$ cat config.mk
export PLATFORM = sky130hd
export DESIGN_NAME = wb_select_stage
export DESIGN_NICKNAME = d
export VERILOG_FILES = /design/src/rtl/wb_select_stage.sv
export SDC_FILE = /design/constraint.sdc
export NUM_CORES = 1
export LEC_CHECK = 0
export ABC_AREA = 1
export CORE_UTILIZATION = 44
export DETAILED_ROUTE_END_ITERATION = 10
export PLACE_DENSITY = 0.88
export SETUP_SLACK_MARGIN = 0.5
export SLEW_MARGIN = 10
export SYNTH_ARGS = -nofsm -noshare
export SYNTH_HDL_FRONTEND = slang
export SYNTH_SLANG_ARGS = --single-unit
export TNS_END_PERCENT = 50
$ cat constraint.sdc
create_clock -name clk -period 1.2 [get_ports clk]
set_input_delay 0.24 -clock clk [delete_from_list [all_inputs] [get_ports clk]]
set_output_delay 0.24 -clock clk [all_outputs]
set_load 0.01 [all_outputs]
$ cat src/rtl/wb_select_stage.sv
// ============================================================================
// Module   : wb_select_stage
// Brief    : Registered MEM/WB writeback select stage with load extension,
//            misalign detection, x0 suppression and stall/flush control.
//            Optional retire counter enabled by defining WB_RETIRE_CNT_EN.
// Revision : 1.0
// ============================================================================
`default_nettype none

module wb_select_stage #(
   parameter int XLEN       = 32,
   parameter int NUM_SRC    = 4,
   parameter int REG_ADDR_W = 5,
   localparam int SEL_W     = (NUM_SRC > 1) ? $clog2(NUM_SRC) : 1
) (
   input  logic                          clk,
   input  logic                          rst_n,
   input  logic                          in_valid,
   input  logic                          in_stall,
   input  logic                          in_flush,
   input  logic [XLEN-1:0]               mem_rdata,
   input  logic [1:0]                    mem_addr_lo,
   input  logic [2:0]                    load_f3,
   input  logic [(NUM_SRC-1)*XLEN-1:0]   alt_src,
   input  logic [SEL_W-1:0]              wb_sel,
   input  logic [REG_ADDR_W-1:0]         rd_in,
   input  logic                          reg_write,
`ifdef WB_RETIRE_CNT_EN
   output logic [63:0]                   retire_cnt,
`endif
   output logic                          wb_valid,
   output logic                          wb_we,
   output logic [REG_ADDR_W-1:0]         wb_rd,
   output logic [XLEN-1:0]               wb_data,
   output logic                          wb_misalign
);

   logic                  valid_q, valid_d;
   logic                  we_q, we_d;
   logic [REG_ADDR_W-1:0] rd_q, rd_d;
   logic [XLEN-1:0]       data_q, data_d;
   logic                  misalign_q, misalign_d;
`ifdef WB_RETIRE_CNT_EN
   logic [63:0]           retire_cnt_q, retire_cnt_d;
`endif

   logic [7:0]      ld_byte;
   logic [15:0]     ld_half;
   logic [XLEN-1:0] load_data;
   logic            load_bad;
   logic [XLEN-1:0] alt_data;
   logic            sel_legal;
   logic            sel_load;
   logic            misalign;

   // Load alignment and extension; unsupported funct3 encodings count as illegal.
   always_comb begin
      ld_byte   = mem_rdata[{mem_addr_lo, 3'b000} +: 8];
      ld_half   = mem_rdata[{mem_addr_lo[1], 4'b0000} +: 16];
      load_data = '0;
      load_bad  = 1'b0;
      case (load_f3)
         3'b000: load_data = {{(XLEN-8){ld_byte[7]}}, ld_byte};
         3'b001: begin
            load_data = {{(XLEN-16){ld_half[15]}}, ld_half};
            load_bad  = mem_addr_lo[0];
         end
         3'b010: begin
            load_data = mem_rdata;
            load_bad  = (mem_addr_lo != 2'b00);
         end
         3'b100: load_data = {{(XLEN-8){1'b0}}, ld_byte};
         3'b101: begin
            load_data = {{(XLEN-16){1'b0}}, ld_half};
            load_bad  = mem_addr_lo[0];
         end
         default: load_bad = 1'b1;
      endcase
   end

   always_comb begin
      alt_data = '0;
      for (int k = 1; k < NUM_SRC; k++) begin
         if (int'(wb_sel) == k) begin
            alt_data = alt_src[(k-1)*XLEN +: XLEN];
         end
      end
      sel_legal = (int'(wb_sel) < NUM_SRC);
      sel_load  = (wb_sel == '0);
      misalign  = in_valid & sel_load & load_bad;
   end

   always_comb begin
      valid_d    = valid_q;
      we_d       = we_q;
      rd_d       = rd_q;
      data_d     = data_q;
      misalign_d = misalign_q;
`ifdef WB_RETIRE_CNT_EN
      retire_cnt_d = retire_cnt_q;
`endif
      // Flush overrides stall so a killed instruction never lingers in the stage.
      if (in_flush) begin
         valid_d    = 1'b0;
         we_d       = 1'b0;
         rd_d       = '0;
         data_d     = '0;
         misalign_d = 1'b0;
      end else if (!in_stall) begin
         valid_d    = in_valid;
         we_d       = in_valid & reg_write & (rd_in != '0) & sel_legal & ~misalign;
         rd_d       = rd_in;
         misalign_d = misalign;
         if (!sel_legal || misalign) begin
            data_d = '0;
         end else if (sel_load) begin
            data_d = load_data;
         end else begin
            data_d = alt_data;
         end
`ifdef WB_RETIRE_CNT_EN
         if (in_valid) begin
            retire_cnt_d = retire_cnt_q + 64'd1;
         end
`endif
      end
   end

   always_ff @(posedge clk or negedge rst_n) begin
      if (!rst_n) begin
         valid_q    <= 1'b0;
         we_q       <= 1'b0;
         rd_q       <= '0;
         data_q     <= '0;
         misalign_q <= 1'b0;
`ifdef WB_RETIRE_CNT_EN
         retire_cnt_q <= 64'd0;
`endif
      end else begin
         valid_q    <= valid_d;
         we_q       <= we_d;
         rd_q       <= rd_d;
         data_q     <= data_d;
         misalign_q <= misalign_d;
`ifdef WB_RETIRE_CNT_EN
         retire_cnt_q <= retire_cnt_d;
`endif
      end
   end

   assign wb_valid    = valid_q;
   assign wb_we       = we_q;
   assign wb_rd       = rd_q;
   assign wb_data     = data_q;
   assign wb_misalign = misalign_q;
`ifdef WB_RETIRE_CNT_EN
   assign retire_cnt  = retire_cnt_q;
`endif

endmodule

`default_nettype wire

==> metrics.md <==
| Metric | Value |
|---|---|
| Post-DR wirelength/cell | `17.2 µm` |
| Ys async rst share | `1.00` |
| Sequential element share of the synthesized area | `0.280` |
| Die H | `92.1 µm` |
| Synth Flop Type | `dfrtp_1` |
| Cell Pwr Density | `714 nW/µm²` |
| H-Tree Level Count | `2` |
| Run status | `finished clean` |
| Initial antenna violation count | `0` |
| Antenna violation net count after detailed routing | `0` |
| R2R depth | `4` |
| First-pass GRT wire length | `25200 µm` |
| CP startpoint | `load_f3[2]` |
| Period utilization | `0.952` |
| Power Internal | `a little over 3000 µW` |
| Synthesized area | `about 3600 µm²` |
| Fin util | `0.844` |
| Clock tree buffer depth | `2` |
| Clk sinks | `40` |
| YS warnings | `0` |
| Final Skew | `0 ps` |
| Most frequent cells after synthesis | `nand2_1 (294), inv_1 (58), dfrtp_1 (40), nor2_1 (40), nand3_1 (38)` |
| Share of cells above drive strength 1 | `0.289` |
| Area leader, netlist | `nand2_1` |
| Total congestion overflow | `0` |
| Minimum clock period | `1140 ps` |
| Reg power frac | `0.320` |
| Root Buffer | `clkbuf_8` |
| GP Congestion | `0.930` |
| Max Freq | `0.875 GHz` |
| Max-cap violations | `0` |
| Number of global-route vias before repair | `5326` |
| Wirelength, routed | `16700 µm` |
| Area fraction of the dominant cell type after synthesis | `0.309` |
| Hold Startpoint | `mem_rdata[23]` |
| Nets@finish | `1015` |
| Clock power share | `0.255` |
| Non-Filler Instances | `973` |
| I/O Pins | `186` |
| FILL cells | `roughly 450` |
| Die area | `~8500 µm²` |
| Inserted Clock Buffers | `5` |
| Net Sw Power | `about 1600 µW` |
| Crit path launch type | `input port` |
| Largest net degree at the start of global routing | `41` |
| DRT Pass-1 Iters | `6` |
| Worst-Skew Late Latency | `310 ps` |
| Syn avg cell area | `5.70 µm²` |
| VDD IR-drop max | `0.000541 V` |
| Hold Path Class | `in2reg` |
| Die W | `92.1 µm` |
| Dpl hpwl | `10600 µm` |
| Relative slew slack | `0.753` |
| Port buffer count | `185` |
| Kind of end point of the critical path | `flop` |
| Switching share of power | `0.342` |
| Pins Over Slew Limit | `0` |
| Fin. Hold Viols | `0` |
| Count of cell types in the netlist | `27` |
| Post-DP Area | `slightly below 6000 µm²` |
| Core footprint | `7770 µm²` |
| Combinational share of power | `0.426` |
| Vias per cell | `around 5.4` |
| Number of synthesized register bits | `40` |
| Row cnt | `32` |
| Worst R2R End | `wb_data[25]$_DFFE_PN0P_` |
| Layout area overhead | `83.6%` |
| Design area | `6560 µm²` |
| Mapped Nets | `772` |
| Crit Path Category | `in2reg` |
| Transition time of the tightest slew-check pin | `between 300 and 400 ps` |
| Total Power | `4680 µW` |
| DRC violations left | `0` |
| 1st-iter DRT viols | `402` |
| Worst EP arrival | `1380 ps` |
| Count leader, synth | `nand2_1` |
| Crit Path Max Fanout | `8` |
| Clock-pin slew on the worst setup and hold paths | `90 ps` |
| Post-Place Cells | `920` |
| Initial Utilization | `0.460` |
| Final setup vio count | `0` |
| Number of synthesized flops with an enable pin | `0` |
| CTS tree | `built` |
| Total Routing Usage GR | `0.380` |
| Critical path destination | `wb_data[25]$_DFFE_PN0P_` |
| Worst R2R Setup Slack | `290 ps` |
| Mapped Cells | `~630` |
| Worst R2R Start | `wb_data[25]$_DFFE_PN0P_` |
| RSZ-0062 raised after global routing | `yes` |
| CP required | `1440 ps` |
| Synth top area cells | `nand2_1 (31%), dfrtp_1 (28%), inv_1 (6.1%)` |
| P_leak | `0.00342 µW` |
| Vias | `approximately 5300` |
[power groups by stage]
stage	Clock, µW	Combinational (µW)	Sequential, µW
after global placement	0	1640	1520
after detailed placement	0	1660	1520
after global routing	1240	2120	1500
final	1190	1990	1500
after floorplan	0	642	1560
after CTS	1160	1870	1490
[repair_timing]
action | 4_1_cts | 5_1_grt
buffers inserted | 32 | 4
cloned | 6 | 1
pin swaps | 88 | 13
endpoints found under the setup margin | 80 | 80
endpoints found under the hold margin | 40 | 0
hold buffers | 1 | 0
resized for setup | 373 | 14
[sequential cells by signal (all words and copies together), names as in the netlist]
register     count
wb_we            1
wb_data         32
wb_rd            5
wb_misalign      1
wb_valid         1
[placed cells by master, fill, tap and decap left out, types with 9 or more instances in the layout]
cell type,synthesis,final
or2_1,15,14
a21oi_2,1,18
nor2_4,2,16
buf_2,14,42
buf_4,6,50
o21ai_0,30,20
nor2_2,21,16
dfrtp_1,40,40
buf_6,4,19
dlygate4sd2_1,0,31
nor2_1,40,31
o21ai_1,1,10
nand2_2,4,17
nand3_2,0,15
inv_1,58,52
inv_2,6,9
nand2_1,294,278
nand3_1,38,23
clkdlybuf4s50_1,0,99
buf_12,0,17
[stage by stage]
step	setup WS, ps	TNS, ps	hold WS, ps
CTS	91.0	0	367
global route	33.5	0	438
floorplan	14.6	0	-55.6
detailed placement	-663	-21510	227
global placement	-639	-20510	229
finish	57.7	0	368
[critical path, cell delays in order]
cell     delay (ps)
buf_8           100
buf_4           130
nor3_2          330
nand2_4         150
nand2_1          90
inv_1            60
nand3_1         100
nand2_1          80
nand2_1          90
[layer usage]
metal,vias up,global-route usage,share of wire,wire length [µm]
li1,2408,-,-,-
met1,2434,0.417,0.36,6040
met2,328,0.688,0.51,8460
met3,93,0.0688,0.077,1290
met4,0,0.208,0.057,952
met5,-,0,0,0
[logic make-up after synthesis]
kind of cell    share of synthesized area
simple gates                        0.503
buf+inv                             0.124
compound gates                     0.0932
flops                               0.280
[cell type report]
cell class                      count  area [µm²]  area share
Timing Repair inverter              1        5.00    0.000764
Clock buffer                        5        68.8      0.0105
Inverter                           65         258      0.0393
Antenna cell                        1        2.50    0.000382
Tap cell                          102         128      0.0195
Clock inverter                      3        46.3     0.00706
Multi-Input combinational cell    490        2500       0.381
Sequential cell                    40        1000       0.153
Timing Repair Buffer              266        2550       0.389
[how the worst min path moves through the flow]
stage                         endpoint  slack (ps)  cells past startpoint
2_1_floorplan   wb_data[0]$_DFFE_PN0P_         -60                      0
3_3_place_gp   wb_data[26]$_DFFE_PN0P_         230                      2
3_5_place_dp   wb_data[25]$_DFFE_PN0P_         230                      2
4_1_cts        wb_data[23]$_DFFE_PN0P_         370                      7
5_1_grt           wb_valid$_DFFE_PN0P_         440                      4
6_report       wb_data[23]$_DFFE_PN0P_         370                      7
Power figures use the tool's default switching activity.
